## src/rtl/lcd_pkg.sv

```systemverilog
// Shared LCD definitions: D/C bit position, panel command opcodes, RGB565 colours
// and the one-hot state encoding used by the SPI writer.
package lcd_pkg;

  localparam int DC_BIT = 8;

  localparam logic [7:0] CASET = 8'h2A;
  localparam logic [7:0] RASET = 8'h2B;
  localparam logic [7:0] RAMWR = 8'h2C;

  localparam logic [15:0] WHITE = 16'hFFFF;
  localparam logic [15:0] BLACK = 16'h0000;
  localparam logic [15:0] BROWN = 16'hBC40;
  localparam logic [15:0] RED   = 16'hF800;
  localparam logic [15:0] GREEN = 16'h07E0;
  localparam logic [15:0] BLUE  = 16'h001F;

  localparam int STATE_W = 5;

  typedef enum logic [STATE_W-1:0] {
    ST_IDLE  = 5'b00001,
    ST_SETUP = 5'b00010,
    ST_SHIFT = 5'b00100,
    ST_DONE  = 5'b01000,
    ST_GAP   = 5'b10000
  } lcd_state_e;

  function automatic logic [8:0] lcd_word(input logic is_data, input logic [7:0] b);
    return {is_data, b};
  endfunction

endpackage

```

## src/rtl/lcd_sclk_div.sv

```systemverilog
// Terminal-count strobe generator: tick_o is high on every DIV-th enabled cycle.
module lcd_sclk_div #(
  parameter int DIV = 2
) (
  input  logic clk_i,
  input  logic rst_ni,
  input  logic en_i,
  input  logic clr_i,
  output logic tick_o
);
  localparam logic [7:0] LAST = 8'(DIV - 1);

  logic [7:0] cnt_q, cnt_d;

  assign tick_o = en_i && (cnt_q == LAST);

  always_comb begin
    cnt_d = cnt_q;
    if (clr_i) begin
      cnt_d = 8'd0;
    end else if (en_i) begin
      cnt_d = tick_o ? 8'd0 : cnt_q + 8'd1;
    end
  end

  always_ff @(posedge clk_i) begin
    if (!rst_ni) begin
      cnt_q <= 8'd0;
    end else begin
      cnt_q <= cnt_d;
    end
  end

endmodule

```

## src/rtl/lcd_spi_writer.sv

```systemverilog
// SPI mode-0 serialiser for the LCD path: one 9-bit word (D/C + byte) per
// en_write request, shifted MSB-first, acknowledged by a one-cycle wr_done.
module lcd_spi_writer
  import lcd_pkg::*;
#(
  parameter int CLK_DIV    = 2,
  parameter int GAP_CYCLES = 3
) (
  input  logic       sys_clk,
  input  logic       sys_rst_n,
  input  logic       en_write,
  input  logic [8:0] data,
  output logic       wr_done,
  output logic       busy,
  output logic       lcd_cs_n,
  output logic       lcd_sclk,
  output logic       lcd_mosi,
  output logic       lcd_dc,
  output lcd_state_e dbg_state
);
  localparam logic [7:0] GAP_LAST = (GAP_CYCLES > 0) ? 8'(GAP_CYCLES - 1) : 8'd0;

  lcd_state_e state_q, state_d;
  logic [7:0] sreg_q, sreg_d;
  logic [3:0] bit_cnt_q, bit_cnt_d;
  logic [7:0] gap_cnt_q, gap_cnt_d;
  logic       cs_n_q, cs_n_d, sclk_q, sclk_d, mosi_q, mosi_d;
  logic       dc_q, dc_d, done_q, done_d, busy_q, busy_d;
  logic       div_run, tick;

  // The divider times both the CS-to-SCLK setup and every SCLK half-period.
  assign div_run = (state_q == ST_SETUP) || (state_q == ST_SHIFT);

  lcd_sclk_div #(.DIV(CLK_DIV)) u_div (
    .clk_i (sys_clk),
    .rst_ni(sys_rst_n),
    .en_i  (div_run),
    .clr_i (!div_run),
    .tick_o(tick)
  );

  always_comb begin
    state_d   = state_q;
    sreg_d    = sreg_q;
    bit_cnt_d = bit_cnt_q;
    gap_cnt_d = gap_cnt_q;
    cs_n_d    = cs_n_q;
    sclk_d    = sclk_q;
    mosi_d    = mosi_q;
    dc_d      = dc_q;
    done_d    = 1'b0;
    busy_d    = busy_q;
    case (state_q)
      ST_IDLE: begin
        cs_n_d = 1'b1;
        if (en_write) begin
          sreg_d    = data[7:0];
          dc_d      = data[DC_BIT];
          mosi_d    = data[7];
          cs_n_d    = 1'b0;
          busy_d    = 1'b1;
          bit_cnt_d = 4'd0;
          state_d   = ST_SETUP;
        end
      end
      ST_SETUP: begin
        if (tick) state_d = ST_SHIFT;
      end
      ST_SHIFT: begin
        if (tick) begin
          sclk_d = !sclk_q;
          if (!sclk_q) begin
            bit_cnt_d = bit_cnt_q + 4'd1;
          end else if (bit_cnt_q == 4'd8) begin
            state_d = ST_DONE;
            done_d  = 1'b1;
          end else begin
            sreg_d = sreg_q << 1;
            mosi_d = sreg_d[7];
          end
        end
      end
      ST_DONE: begin
        cs_n_d    = 1'b1;
        mosi_d    = 1'b0;
        gap_cnt_d = 8'd0;
        if (GAP_CYCLES == 0) begin
          state_d = ST_IDLE;
          busy_d  = 1'b0;
        end else begin
          state_d = ST_GAP;
        end
      end
      ST_GAP: begin
        if (gap_cnt_q == GAP_LAST) begin
          state_d = ST_IDLE;
          busy_d  = 1'b0;
        end else begin
          gap_cnt_d = gap_cnt_q + 8'd1;
        end
      end
      default: state_d = ST_IDLE;
    endcase
  end

  always_ff @(posedge sys_clk) begin
    if (!sys_rst_n) begin
      state_q   <= ST_IDLE;
      sreg_q    <= 8'd0;
      bit_cnt_q <= 4'd0;
      gap_cnt_q <= 8'd0;
      cs_n_q    <= 1'b1;
      sclk_q    <= 1'b0;
      mosi_q    <= 1'b0;
      dc_q      <= 1'b0;
      done_q    <= 1'b0;
      busy_q    <= 1'b0;
    end else begin
      state_q   <= state_d;
      sreg_q    <= sreg_d;
      bit_cnt_q <= bit_cnt_d;
      gap_cnt_q <= gap_cnt_d;
      cs_n_q    <= cs_n_d;
      sclk_q    <= sclk_d;
      mosi_q    <= mosi_d;
      dc_q      <= dc_d;
      done_q    <= done_d;
      busy_q    <= busy_d;
    end
  end

  assign wr_done   = done_q;
  assign busy      = busy_q;
  assign lcd_cs_n  = cs_n_q;
  assign lcd_sclk  = sclk_q;
  assign lcd_mosi  = mosi_q;
  assign lcd_dc    = dc_q;
  assign dbg_state = state_q;

endmodule

```

## config.mk

```make
export PLATFORM = sky130hd
export DESIGN_NAME = lcd_spi_writer
export DESIGN_NICKNAME = d
export VERILOG_FILES = /design/src/rtl/lcd_pkg.sv /design/src/rtl/lcd_sclk_div.sv /design/src/rtl/lcd_spi_writer.sv
export SDC_FILE = /design/constraint.sdc
export NUM_CORES = 1
export LEC_CHECK = 0
export ABC_AREA = 1
export CAP_MARGIN = 20
export CELL_PAD_IN_SITES_DETAIL_PLACEMENT = 1
export CELL_PAD_IN_SITES_GLOBAL_PLACEMENT = 1
export CORE_ASPECT_RATIO = 0.6
export CORE_MARGIN = 8
export CORE_UTILIZATION = 35
export DETAILED_ROUTE_END_ITERATION = 12
export PLACE_DENSITY_LB_ADDON = 0.1
export SLEW_MARGIN = 20
export SYNTH_ARGS = -nofsm -noshare
export SYNTH_HDL_FRONTEND = slang
export SYNTH_SLANG_ARGS = --single-unit
```

## constraint.sdc

```tcl
create_clock -name sys_clk -period 1.32 [get_ports sys_clk]
set_input_delay 0.198 -clock sys_clk [delete_from_list [all_inputs] [get_ports sys_clk]]
set_output_delay 0.198 -clock sys_clk [all_outputs]
set_load 0.01 [all_outputs]
```

After elaboration in Yosys (flattened, before gate mapping)

Cells that the tools add are included.

Register bits: 38
Output and inout bits: 11
Word-level logic and storage cells: 80
Input bits: 12

$add $sub $neg: 3
Mux-type cells: 29
Bitwise logic cells: 2
Reduce and logical (&&, ||, !) cells: 18
Eq/ne operators: 17

Operators with widths:

| operator            | count |
|---|---|
| $mux 5              | 6 |
| $mux 7              | 4 |
| $pmux 5 s5          | 1 |
| $add 8x1->8 const B | 2 |
| $pmux 8 s2          | 1 |
| $pmux 7 s2          | 1 |
| $mux 4              | 3 |
| $ne 2x2->1 const B  | 6 |
| $reduce_and 5->1    | 2 |
| $eq 8x1->1 const B  | 1 |
| $eq 8x2->1 const B  | 1 |
| $mux 1              | 8 |
| $mux 8              | 1 |
| $pmux 4 s2          | 1 |
| $reduce_and 4->1    | 2 |
| $reduce_bool 2->1   | 4 |
| $ne 2x1->1 const B  | 3 |
| $reduce_and 2->1    | 3 |
| $reduce_and 6->1    | 1 |
| $eq 5x1->1 const B  | 1 |
| $eq 5x2->1 const B  | 1 |
| $eq 5x3->1 const B  | 1 |
| $eq 5x4->1 const B  | 1 |
| $eq 5x5->1 const B  | 1 |
| other kinds (11)    | 13 |

Logic depth before layout (Yosys ltp)

Depth in word-level cells: 5
Gate-level depth with buffers: 11
Mapped depth without buffers: 11

Hierarchy

From an unflattened synthesis, not the netlist that was laid out.

Cells, all modules: 317
Area total of the unflattened synthesis: 2,127.0 sq um

Modules (own cells, without submodules):

| module         | times used | area each (sq um) | seq. area each (sq um) | cells each |
|---|---|---|---|---|
| lcd_spi_writer | 1          | 1,677.9           | 600.6                  | 252 |
| lcd_sclk_div   | 1          | 449.2             | 160.2                  | 65 |

Worst setup path after synthesis

OpenSTA, ideal clock, no wires.

Kind: register to register
Start: reg state_q[0], in the netlist dbg_state[0]
End: reg sreg_q[1]
Setup time: 0.113 ns
Path slack: -0.104 ns
Data required time: 1.207 ns
Period minus slack after synthesis: 1.424 ns
Arrival time: 1.311 ns
Cell stages (with the launch flop): 9
Path buffers: 1
Cells stage by stage: dfxtp_1 -> inv_1 -> nor2_1 -> nand4_1 -> nand4_2 -> buf_6 -> nand2_1 -> nand2_1 -> nor2_1

Word-level cells in the longest chain between the ends: 5
Elaborated cells between the ends (all ways): 12
Those cells by class: eq/ne (7); mux (1); reduce/logical (4)

RTL lines:

| element                                         | line                                       | text |
|---|---|---|
| start, declared                                 | lcd_spi_writer.sv:23                       | `lcd_state_e state_q, state_d;` |
| start signal, assigned                          | lcd_spi_writer.sv:119                      | `state_q <= state_d;` |
| $eq 5x2->1 / $eq 5x3->1 (equally long branches) | lcd_spi_writer.sv:32, lcd_spi_writer.sv:53 |  |
| $logic_or 1x1->1                                | lcd_spi_writer.sv:32                       | `assign div_run = (state_q == ST_SETUP) \|\| (state_q == ST_SHIFT);` |
| $logic_and 1x1->1                               | lcd_sclk_div.sv:15                         | `assign tick_o = en_i && (cnt_q == LAST);` |
| $ne 2x1->1 (no source line)                     | -                                          |  |
| $reduce_and 5->1 (no source line)               | -                                          |  |
| end signal, assigned                            | lcd_spi_writer.sv:120                      | `sreg_q <= sreg_d;` |
| end, declared                                   | lcd_spi_writer.sv:24                       | `logic [7:0] sreg_q, sreg_d;` |

Parallel ways exist; a longest one is shown, timed or not.
A chain may end at the register's enable or synchronous reset.

Final worst setup path

Ends and elaborated chain as after synthesis.

==> flow_summary.toml <==
[clock_network]
clkTransAtPathRegs_ns = 0.08
cts_buffers = 5
htreeDepth = 2
clock_latency_ns = 0.30
cts_tree = "done"
hold_buffers = 0
cts_sinks = 38
cts_buffer_depth = 2
cts_root_buf = "clkbuf_8"

[run_status]
violations = "negative setup slack"
status = "complete, but fails checks"

[placement]
portBuffers = 22
placedCellCount = 431
hpwl_um = 4688
gp_congestion = 0.7702

[die]
initial_core_util_pct = 35.79
boundaryPins = 23
die_w_um = 112.7
coreArea_sq_um = 5492
dieArea_sq_um = 8349
die_y_um = 74.05
rows = 21

[setup_path]
cp.arrival_ns = 1.79
r2r_cells = 6
crit_start = "dbg_state[0]"
end_kind = "flop"
required_ns = 1.53
crit_fanout = 14
crit_end = "sreg_q[1]"
reg2reg_to = "sreg_q[1]"
rrSetupSlack_ns = -0.26
setup.worst_path.start_class = "flop"
crit_type = "reg -> reg"
r2r-start = "dbg_state[0]"

[finish]
layout-drive-gt1-share_pct = 47.03
stdcell_count = 456
area_growth_pct = 70.59
final_nets = 405
final_common_cell = "buf_4"
n_antenna_cell = 0
final_cell_mix = "buf_4 (57), nand2_1 (53), nor2_1 (37)"
post-route-util_pct = 61.06

[pwr]
seq_power_share_pct = 28.8
p_comb_share_pct = 56.0
p_int_uw = 2967
pwr-share-clk_pct = 15.1
powerDensity_nw_per_um2 = 1578
peakVddDrop_mv = 0.6429
p_sw_uw = 2326
power.leakage_uw = 0.001508
swShare_pct = 43.95

[route]
vias = 2335
firstDrtPassIters = 4
finalWirelength_um = 8817
wl_per_cell_um = 19.34
via_per_inst = 5.121
drc = 0
drtIter0Drc = 192
drtAntennaViolNets = 0

[timing]
finalHoldViolCount = 0
rsz0062_at_grt = "true"
period_share_pct = 119.7
slew_violations = 0
maxClockFrequency_ghz = 0.6327
slew_headroom_pct = 81.82
setup_ws_ns = -0.2606
setup_viol_count_final = 37
fin_tns_setup_ns = -3.856
clock_skew_ns = 0.007889
tightest_slew_ns = 0.2699
min_period_ns = 1.581

[global_route]
grt_start_max_net_pins = 15
overflow = 0
grt_use_total_pct = 17.07
grt_pass1_vias = 2287
grt_first_pass_wirelength_um = 11160
antenna_found_initial = 0

[synth]
synthCells = 295
netlist_area_sq_um = 1966
ys_warn_count = 0
synth_largest_area_cell = "dfxtp_1"
ys_ff_latch = 38
ys_seq_area_share_pct = 38.70
synthTopCellsByArea = "dfxtp_1 (39%), nand2_1 (14%), nor2_1 (9.4%)"
synth_top_area_share_pct = 38.70
syn_avg_cell_area_sq_um = 6.663
synthDistinctLibCells = 29
syn-num-nets = 313

[job]
maxCapViolCount = 0

[min_path]
hold_path.class = "reg -> reg"
[final cells by class]
class | count | area [sq um]
multi-input cells | 212 | 1474
fillers | 672 | 2138
flip-flops and latches | 38 | 789.5
clock buffers | 7 | 76.32
inverters | 40 | 157.7
repair buffers | 90 | 769.5
well taps | 69 | 86.33
[critical path, stage by stage, from the launching register on]
cell and delay, ns:
dfxtp_4 0.38, nor2_4 0.19, nand3_2 0.17, buf_4 0.23
o21ai_0 0.26, nor2_1 0.10, nor2_1 0.17
[power by group through the flow]
stage	clock network [uW]	registers, uW	logic, uW
finish	800	1530	2970
global placement	0	1500	1960
global route	859	1540	3160
CTS	809	1500	2350
floorplan	0	1530	1210
detailed placement	0	1510	2030
[registers in the layout, indices dropped and copies added (netlist names)]
signal	count
gap_cnt_q	8
u_div.cnt_q	8
sreg_q	7
dbg_state	5
bit_cnt_q	4
busy	1
lcd_cs_n	1
lcd_dc	1
lcd_mosi	1
lcd_sclk	1
wr_done	1
[cells in the mapped netlist]
library cell  number
ha_1               6
nand2_2            4
nand2_1           73
o21ai_0           10
inv_1             39
clkbuf_1           2
and2_2             1
nor3_1             4
nor2_1            49
nor2_4             1
nand3_2            1
buf_6              1
nand3b_1           1
nand4_2            1
nand4_1            4
a21o_1             2
buf_1              1
xor2_1             4
o21ai_1            1
inv_2              1
a31o_2             1
a21oi_1           16
nor2_2             4
or2_2              1
buf_2              2
xnor2_1            2
nand3_1           24
dfxtp_1           38
nor3b_1            1
[per-stage QoR]
step	cell area, sq um	setup slack (ns)	total power [uW]	hold WS, ns
3_5_place_dp	2665	-0.2550	3544	0.4611
5_1_grt	3353	-0.2881	5561	0.4896
3_3_place_gp	2665	-0.1844	3463	0.4500
4_1_cts	3010	-0.1498	4662	0.4705
6_report	3353	-0.2606	5292	0.4664
2_1_floorplan	2008	-0.06119	2741	0.3624
[per-layer routing]
layer / vias up / GRT usage [%] / wire, um
met5: - / 0 / 0
met4: 0 / 4.451 / 211
met3: 18 / 3.485 / 436
met2: 63 / 28.50 / 4309
met1: 1148 / 22.17 / 3860
li1: 1106 / - / -
[repair_timing]
item                                    4_1_cts  5_1_grt
endpoints found under the setup margin       39       37
pin swaps                                    22       32
buffers inserted                              8       10
cloned                                        1        0
gates resized for setup                      74       68
[worst min-delay path by stage]
stage | from | to | slack [ns] | cells after the start
after detailed placement | lcd_dc | lcd_dc | 0.46 | 2
after floorplan | data[8] | lcd_dc | 0.36 | 2
after CTS | lcd_dc | lcd_dc | 0.47 | 2
final | busy | busy | 0.47 | 2
after global placement | lcd_dc | lcd_dc | 0.45 | 2
after global routing | busy | busy | 0.49 | 2
[cells by family after synthesis]
family | after synthesis | share of synthesized area, %
AOI/OAI and AO/OA | 30 | 8.084
adders and majority gates | 6 | 3.819
buffers and inverters | 46 | 9.293
xor gates and xnor gates | 6 | 2.673
and+or+nand+nor | 169 | 37.43
DFF | 38 | 38.70
Power figures use the tool's default switching activity.
